[src/rtl/cpu_defs.sv]
// Shared definitions for the MSP430-style core: word/offset widths, fetch FSM
// state encoding, fetch target encoding and the PC-relative offset helper.
package cpu_defs;

  localparam int WORD_W   = 16;
  localparam int OFFSET_W = 10;

  typedef enum logic [1:0] {
    ST_BOOT  = 2'd0,
    ST_FETCH = 2'd1,
    ST_IDLE  = 2'd2
  } fetch_state_e;

  typedef enum logic {
    TGT_INSTR = 1'b0,
    TGT_EXT   = 1'b1
  } fetch_target_e;

  // Signed word offset converted to a byte displacement (sign-extended, x2).
  function automatic logic [WORD_W-1:0] offset_to_bytes(input logic [OFFSET_W-1:0] off);
    return {{(WORD_W-OFFSET_W-1){off[OFFSET_W-1]}}, off, 1'b0};
  endfunction

endpackage

[src/rtl/branch_target.sv]
// PC-relative target: pc + sign_extend(offset) * 2, wrapping modulo 2^16.
module branch_target
  import cpu_defs::*;
(
  input  logic [WORD_W-1:0]   pc,
  input  logic [OFFSET_W-1:0] pc_offset,
  output logic [WORD_W-1:0]   target
);

  assign target = pc + offset_to_bytes(pc_offset);

endmodule

[src/rtl/inst_fetch_unit.sv]
// Instruction fetch unit: owns the PC, fetches instruction/extension words over
// a request/acknowledge memory port and reports sticky fetch timeouts.
//
// Memory handshake: mem_rd rises with mem_addr valid and both stay constant until
// the cycle in which mem_ack=1 is sampled on a rising edge (mem_data is captured at
// that same edge) or until the timeout aborts the request; mem_ack is ignored
// whenever mem_rd is low.
module inst_fetch_unit
  import cpu_defs::*;
#(
  parameter logic [15:0] RESET_PC = 16'h0000,
  parameter int          TIMEOUT  = 15
) (
  input  logic                clk,
  input  logic                rst,
  input  logic                pc_inc,
  input  logic                en_pc_2,
  input  logic                branch_en,
  input  logic [OFFSET_W-1:0] pc_offset,
  output logic [WORD_W-1:0]   mem_addr,
  output logic                mem_rd,
  input  logic [WORD_W-1:0]   mem_data,
  input  logic                mem_ack,
  output logic [WORD_W-1:0]   instruction,
  output logic [WORD_W-1:0]   ext_word,
  output logic                inst_valid,
  output logic [WORD_W-1:0]   pc,
  output logic                busy,
  output logic                fetch_err,
  output logic [1:0]          dbg_state
);

  localparam logic [7:0] WAIT_LAST = 8'(TIMEOUT - 1);

  fetch_state_e  state_q, state_d;
  fetch_target_e tgt_q, tgt_d;
  logic [WORD_W-1:0] pc_q, pc_d;
  logic [WORD_W-1:0] mem_addr_q, mem_addr_d;
  logic              mem_rd_q, mem_rd_d;
  logic [WORD_W-1:0] instr_q, instr_d;
  logic [WORD_W-1:0] ext_q, ext_d;
  logic              valid_q, valid_d;
  logic              err_q, err_d;
  logic [7:0]        wait_q, wait_d;
  logic [WORD_W-1:0] jump_addr;

  branch_target u_branch_target (
    .pc        (pc_q),
    .pc_offset (pc_offset),
    .target    (jump_addr)
  );

  always_comb begin
    state_d    = state_q;
    tgt_d      = tgt_q;
    pc_d       = pc_q;
    mem_addr_d = mem_addr_q;
    mem_rd_d   = mem_rd_q;
    instr_d    = instr_q;
    ext_d      = ext_q;
    valid_d    = valid_q;
    err_d      = err_q;
    wait_d     = wait_q;

    case (state_q)
      ST_BOOT: begin
        state_d    = ST_FETCH;
        tgt_d      = TGT_INSTR;
        mem_addr_d = pc_q;
        mem_rd_d   = 1'b1;
        valid_d    = 1'b0;
        wait_d     = 8'd0;
      end

      ST_FETCH: begin
        if (mem_ack) begin
          if (tgt_q == TGT_INSTR) begin
            instr_d = mem_data;
            valid_d = 1'b1;
          end else begin
            ext_d = mem_data;
          end
          // mem_addr_q still holds the address of the word just fetched.
          pc_d     = mem_addr_q + 16'd2;
          mem_rd_d = 1'b0;
          state_d  = ST_IDLE;
        end else if (wait_q == WAIT_LAST) begin
          err_d    = 1'b1;
          mem_rd_d = 1'b0;
          valid_d  = 1'b0;
          state_d  = ST_IDLE;
        end else begin
          wait_d = wait_q + 8'd1;
        end
      end

      ST_IDLE: begin
        if (pc_inc) begin
          state_d  = ST_FETCH;
          mem_rd_d = 1'b1;
          wait_d   = 8'd0;
          if (branch_en) begin
            mem_addr_d = jump_addr;
            tgt_d      = TGT_INSTR;
            valid_d    = 1'b0;
          end else if (en_pc_2) begin
            mem_addr_d = pc_q;
            tgt_d      = TGT_EXT;
          end else begin
            mem_addr_d = pc_q;
            tgt_d      = TGT_INSTR;
            valid_d    = 1'b0;
          end
        end
      end

      default: begin
        state_d  = ST_BOOT;
        mem_rd_d = 1'b0;
      end
    endcase
  end

  always_ff @(posedge clk or posedge rst) begin
    if (rst) begin
      state_q    <= ST_BOOT;
      tgt_q      <= TGT_INSTR;
      pc_q       <= RESET_PC;
      mem_addr_q <= RESET_PC;
      mem_rd_q   <= 1'b0;
      instr_q    <= '0;
      ext_q      <= '0;
      valid_q    <= 1'b0;
      err_q      <= 1'b0;
      wait_q     <= 8'd0;
    end else begin
      state_q    <= state_d;
      tgt_q      <= tgt_d;
      pc_q       <= pc_d;
      mem_addr_q <= mem_addr_d;
      mem_rd_q   <= mem_rd_d;
      instr_q    <= instr_d;
      ext_q      <= ext_d;
      valid_q    <= valid_d;
      err_q      <= err_d;
      wait_q     <= wait_d;
    end
  end

  assign mem_addr    = mem_addr_q;
  assign mem_rd      = mem_rd_q;
  assign instruction = instr_q;
  assign ext_word    = ext_q;
  assign inst_valid  = valid_q;
  assign pc          = pc_q;
  assign busy        = (state_q != ST_IDLE);
  assign fetch_err   = err_q;
  assign dbg_state   = state_q;

endmodule

[config.mk]
export PLATFORM = sky130hd
export DESIGN_NAME = inst_fetch_unit
export DESIGN_NICKNAME = d
export VERILOG_FILES = /design/src/rtl/cpu_defs.sv /design/src/rtl/branch_target.sv /design/src/rtl/inst_fetch_unit.sv
export SDC_FILE = /design/constraint.sdc
export NUM_CORES = 1
export LEC_CHECK = 0
export BUFFER_PORTS_ARGS = -buffer_cell sky130_fd_sc_hd__buf_2
export CORE_ASPECT_RATIO = 1.5
export CORE_MARGIN = 2
export CORE_UTILIZATION = 45
export CTS_CLUSTER_SIZE = 28
export DETAILED_ROUTE_END_ITERATION = 6
export PLACE_DENSITY_LB_ADDON = 0.2
export SETUP_SLACK_MARGIN = 0.05
export SYNTH_ARGS = -nofsm -noshare
export SYNTH_HDL_FRONTEND = slang
export SYNTH_SLANG_ARGS = --single-unit
[constraint.sdc]
create_clock -name clk -period 4.2 [get_ports clk]
set_input_delay 0.21 -clock clk [delete_from_list [all_inputs] [get_ports clk]]
set_output_delay 0.21 -clock clk [all_outputs]
set_load 0.01 [all_outputs]
* Word level (Yosys, flattened, before mapping)
Index checks and enable logic that the tools add are counted. W data, S select, Z words.
Word-level totals: register bits after elaboration 78, logic and storage cells 61
Cells by class: add/subtract/negate cells 3, equality and inequality tests 10, mux-type cells 25, bitwise logic cells 2, reductions and logical operators 11
Operators with widths (count):
- $mux W16 | 2
- $pmux W16 S2 | 1
- $mux W8 | 3
- $pmux W8 S3 | 1
- $add A16 B16 Y16 | 1
- $add A16 B2 Y16 const B | 1
- $mux W1 | 11
- $ne A3 B3 Y1 const B | 3
- $reduce_and A3 Y1 | 3
- $add A8 B1 Y8 const B | 1
- $eq A8 B4 Y1 const B | 1
- $ne A2 B2 Y1 const B | 4
- $mux W2 | 3
- $pmux W1 S3 | 2
- $pmux W2 S3 | 1
- $reduce_and A2 Y1 | 3
- $reduce_and A5 Y1 | 1
- $reduce_and A4 Y1 | 1
- $reduce_bool A3 Y1 | 1
- $eq A2 B1 Y1 const B | 1
- $eq A2 B2 Y1 const B | 1
- $logic_not A2 Y1 | 1
- $not A1 Y1 | 2
- $pmux W1 S2 | 1
- $reduce_bool A2 Y1 | 1

* Depth between registers and ports, before layout
depth after elaboration 4, gate-level depth with buffers 10

* Hierarchy
Synthesis repeated with hierarchy kept, for this count alone.
Second synthesis, totals: cells, all modules 388, area total of the unflattened synthesis 4161.5 um^2
By module, submodules not included:
- inst_fetch_unit | instances 1, cells an instance 301, area an instance 3490.8 um^2, sequential area each 1951.9 um^2
- branch_target | instances 1, cells an instance 87, area an instance 670.6 um^2, sequential area each 0.0 um^2

* Least setup slack after synthesis
OpenSTA, ideal clock, no wires.
path type register -> register, start register pc_q[1] (netlist: pc[1]), end register mem_addr_q[15] (netlist: mem_addr[15]), arrival time 2093 ps, path slack 1976 ps, cell stages (with the launch flop) 11, buffers on the path 0, clock period less this slack 2224 ps, path through dfrtp_1 ha_1 inv_1 fa_1 nor2b_4 o31a_1 o311ai_2 a21oi_1 or3b_1 xnor2_1 o21ai_1
Between the ends: cells in the longest elaborated chain, start to end 4
RTL lines:
- start, declared | RTL line inst_fetch_unit.sv:37 | logic [WORD_W-1:0] pc_q, pc_d;
- start signal, assigned | RTL line inst_fetch_unit.sv:139 | pc_q <= pc_d;
- $add A16 B16 Y16 | RTL line branch_target.sv:10 | assign target = pc + offset_to_bytes(pc_offset);
- $mux W16 | RTL line inst_fetch_unit.sv:102 | if (branch_en) begin
- $mux W16 | RTL line inst_fetch_unit.sv:98 | if (pc_inc) begin
- $pmux W16 S2 | RTL line inst_fetch_unit.sv:65 | case (state_q)
- end signal, assigned | RTL line inst_fetch_unit.sv:140 | mem_addr_q <= mem_addr_d;
- end, declared | RTL line inst_fetch_unit.sv:38 | logic [WORD_W-1:0] mem_addr_q, mem_addr_d;
No other way between the ends. The select of a mux whose other input is x is not followed. A chain may end at the register's enable or synchronous reset.

* Final worst setup path
start register pc_q[1] (netlist: pc[1]), end register mem_addr_q[13] (netlist: mem_addr[13])
Same word-level chain as after synthesis.

==> run metrics <==
chip width 81.9 um; Leak 0.00243 uW; CP endpoint kind flip-flop; outcome complete, no violations; DR vias 3,242; Synth Flop Type dfrtp_1; power density over the cells 747 mW/mm^2; area of the die 0.00991 mm^2; DR vias/cell 5.37; Peak Freq 416 MHz; vias in the first global route 3,424; CP peak stage delay 0.41 ns; PortBufs 101; Worst-Skew Late Latency 0.33 ns; Site Rows 42; Gate Count Post-Synth 390; area delta synth->final 22.2%; Post-Syn Area 0.00410 mm^2; Synth cell types 55; global-route wire length before repair 16,000 um; CP arrival 2.66 ns; area occupied by multi-input gates 0.00204 mm^2; YS warnings 0; Switching Fraction 0.389; fin util 0.567; post-synthesis average cell area 10.5 um^2; min cycle time layout 2.40 ns; setup tns final 0 ns; asr flop ratio synth 1.00; sequential share of power 0.352; initial cell density of the core 0.464; reg2reg path depth 10; Worst EP required 4.45 ns; Post-synth EDFFs 0; commonest non-fill, non-tap cell in the layout buf_2; Routed WL 9740 um; Final setup viols 0; Syn Nets 440; GRT Util Overall 0.212; DRT antenna net count 0; post-CTS sizing 0; Num CTS Buffers 9; Slew HR 0.377; Final Non-Filler Cells 604; die height 121 um; CP Cell Sequence ha_1, inv_1, fa_1, nor2b_4, o31a_1, or3_1, a21oi_1, o21ai_0, xnor2_1, o21ai_0; Sink Count 78; slowest stage cell, crit path dfrtp_1; Inserted Diodes 0; antenna violations before repair 0; Clock Tree Root clkbuf_16; post-CTS setup buffers 0; Peak VDD IR 0.348 mV; core area 0.00883 mm^2; R2R setup slack 1.80 ns; Slew @ Worst Pin 0.933 ns; Filler Cell Count 796; final hold vios 0; DRC Markers 0; P_int 2290 uW; CTS tree yes; Avg WL per Cell 16.1 um; dpl cells 588; clock share of power 0.229; largest net degree at the start of global routing 45; commonest cells after routing, fill and taps aside buf_2, dfrtp_1, nand2_1; Gate power share 0.419; Overflow after GRT 0; Hold Path Class primary input to asynchronous set/reset pin; r2r endpoint mem_addr[13]$_DFFE_PP0P_; max-cap viol count 0; CP Class flip-flop to flip-flop; RR Startpoint pc[1]$_DFFE_PP0P_; # IOs 102; sequential cell area 0.00195 mm^2; unrepaired setup endpoints after global routing no; Critical Path Fanout Max 4; clock buffer depth 2; Setup crit start kind flip-flop; drt pass-1 iters 4; Final Slew Violations 0; fin crit share 0.572; Seq/Total Area, Yosys 0.476; layout cells sized above 1 0.338; RD Place Congestion 0.889; Yosys reg bits 78; Detailed Place HPWL 7320 um; switching power 1460 uW; most used cell, CP o21ai_0; Iteration-0 DRC Markers 92; Nets 539; clock skew 0.00617 ns; htree depth 3; hold-fix buffers at CTS 0; clock-pin transition on the worst setup and hold timing paths 0.06 ns
metrics by stage:
stage | power, uW | setup WS, ns | hold WS (ns) | area [um^2]
6_report | 3740 | 1.80 | 0.0872 | 5010
5_1_grt | 4040 | 1.61 | 0.113 | 5010
4_1_cts | 3780 | 1.76 | 0.110 | 5010
3_5_place_dp | 2910 | 1.78 | 0.445 | 4680
3_3_place_gp | 2860 | 1.83 | 0.457 | 4680
2_1_floorplan | 2370 | 1.98 | 0.360 | 4100
worst max path at each step:
stage | from | end | slack (ns) | cells after the start
5_1_grt | pc[1]$_DFFE_PP0P_ | mem_addr[15]$_DFFE_PP0P_ | 1.61 | 10
4_1_cts | pc[1]$_DFFE_PP0P_ | mem_addr[15]$_DFFE_PP0P_ | 1.76 | 10
6_report | pc[1]$_DFFE_PP0P_ | mem_addr[13]$_DFFE_PP0P_ | 1.80 | 10
3_5_place_dp | pc[1]$_DFFE_PP0P_ | mem_addr[15]$_DFFE_PP0P_ | 1.78 | 10
3_3_place_gp | pc[1]$_DFFE_PP0P_ | mem_addr[15]$_DFFE_PP0P_ | 1.83 | 10
2_1_floorplan | pc[1]$_DFFE_PP0P_ | mem_addr[15]$_DFFE_PP0P_ | 1.98 | 10
state kept, by name, summed over array words and instances, names as in the netlist:
| name | cells |
|---|---|
| mem_rd | 1 |
| ext_word | 16 |
| fetch_err | 1 |
| inst_valid | 1 |
| pc | 16 |
| instruction | 16 |
| wait_q | 8 |
| mem_addr | 16 |
| dbg_state | 2 |
| tgt_q | 1 |
metal layers:
layer  share of wire  wire length [um]  track usage
met1            0.40              3890        0.245
met2            0.53              5140        0.376
met3           0.048               470       0.0350
met4           0.025               248       0.0917
met5               0                 0            0
area by class of cell:
class	instances	share of cell area
Multi-Input combinational cell	288	0.407
Sequential cell	78	0.390
Timing Repair Buffer	103	0.104
Clock buffer	9	0.0450
Tap cell	110	0.0275
Clock inverter	7	0.0205
Inverter	9	0.00674
power groups by stage:
stage / sequential [uW] / combinational, uW / clock [uW]
2_1_floorplan: 1390 / 974 / 0
3_3_place_gp: 1320 / 1540 / 0
3_5_place_dp: 1330 / 1580 / 0
4_1_cts: 1320 / 1590 / 875
5_1_grt: 1360 / 1760 / 908
6_report: 1320 / 1570 / 856
logic make-up (layout without fill, tap and decap cells):
family / Yosys count / in the layout / share of synthesized area
muxes: 36 / 36 / 0.0986
DFF: 78 / 78 / 0.476
AOI/OAI and AO/OA: 86 / 86 / 0.129
xor gates and xnor gates: 28 / 28 / 0.0598
and+or+nand+nor: 120 / 120 / 0.151
adders and majority gates: 18 / 18 / 0.0568
buffers and inverters: 24 / 128 / 0.0281
cell usage after synthesis, types with 2 or more instances:
cell | count | area (um^2)
a211oi_1 | 3 | 22.5
nand4_1 | 4 | 25.0
ha_1 | 17 | 213
clkbuf_1 | 6 | 22.5
nand2_1 | 44 | 165
xnor2_1 | 12 | 105
buf_2 | 5 | 25.0
o21ai_0 | 31 | 155
a22oi_1 | 5 | 37.5
inv_1 | 9 | 33.8
nor2b_1 | 5 | 31.3
and3_1 | 5 | 31.3
a21oi_1 | 23 | 115
buf_6 | 2 | 22.5
mux2_2 | 35 | 394
o21ai_1 | 2 | 10.0
dfrtp_1 | 78 | 1950
nor2_1 | 25 | 93.8
a21o_1 | 6 | 45.0
nand3b_1 | 3 | 22.5
xor2_1 | 16 | 140
nand3_1 | 7 | 35.0
or3_1 | 3 | 18.8
nor3_1 | 3 | 15.0
nor3b_1 | 2 | 15.0
nand2b_4 | 2 | 27.5
o22ai_1 | 2 | 12.5
nand2b_1 | 3 | 18.8
a31oi_1 | 4 | 25.0
or2_1 | 3 | 18.8
worst max-delay path: cells and delay by family (launching register included):
kind,cells,cell delay [ns]
buffers and inverters,1,0.07
adder cells (fa/ha/maj),2,0.44
XOR/XNOR,1,0.15
AND/OR/NAND/NOR,2,0.38
AO/OA/AOI/OAI,4,0.89
flip-flops,1,0.41
(Power assumes the default switching activity.)
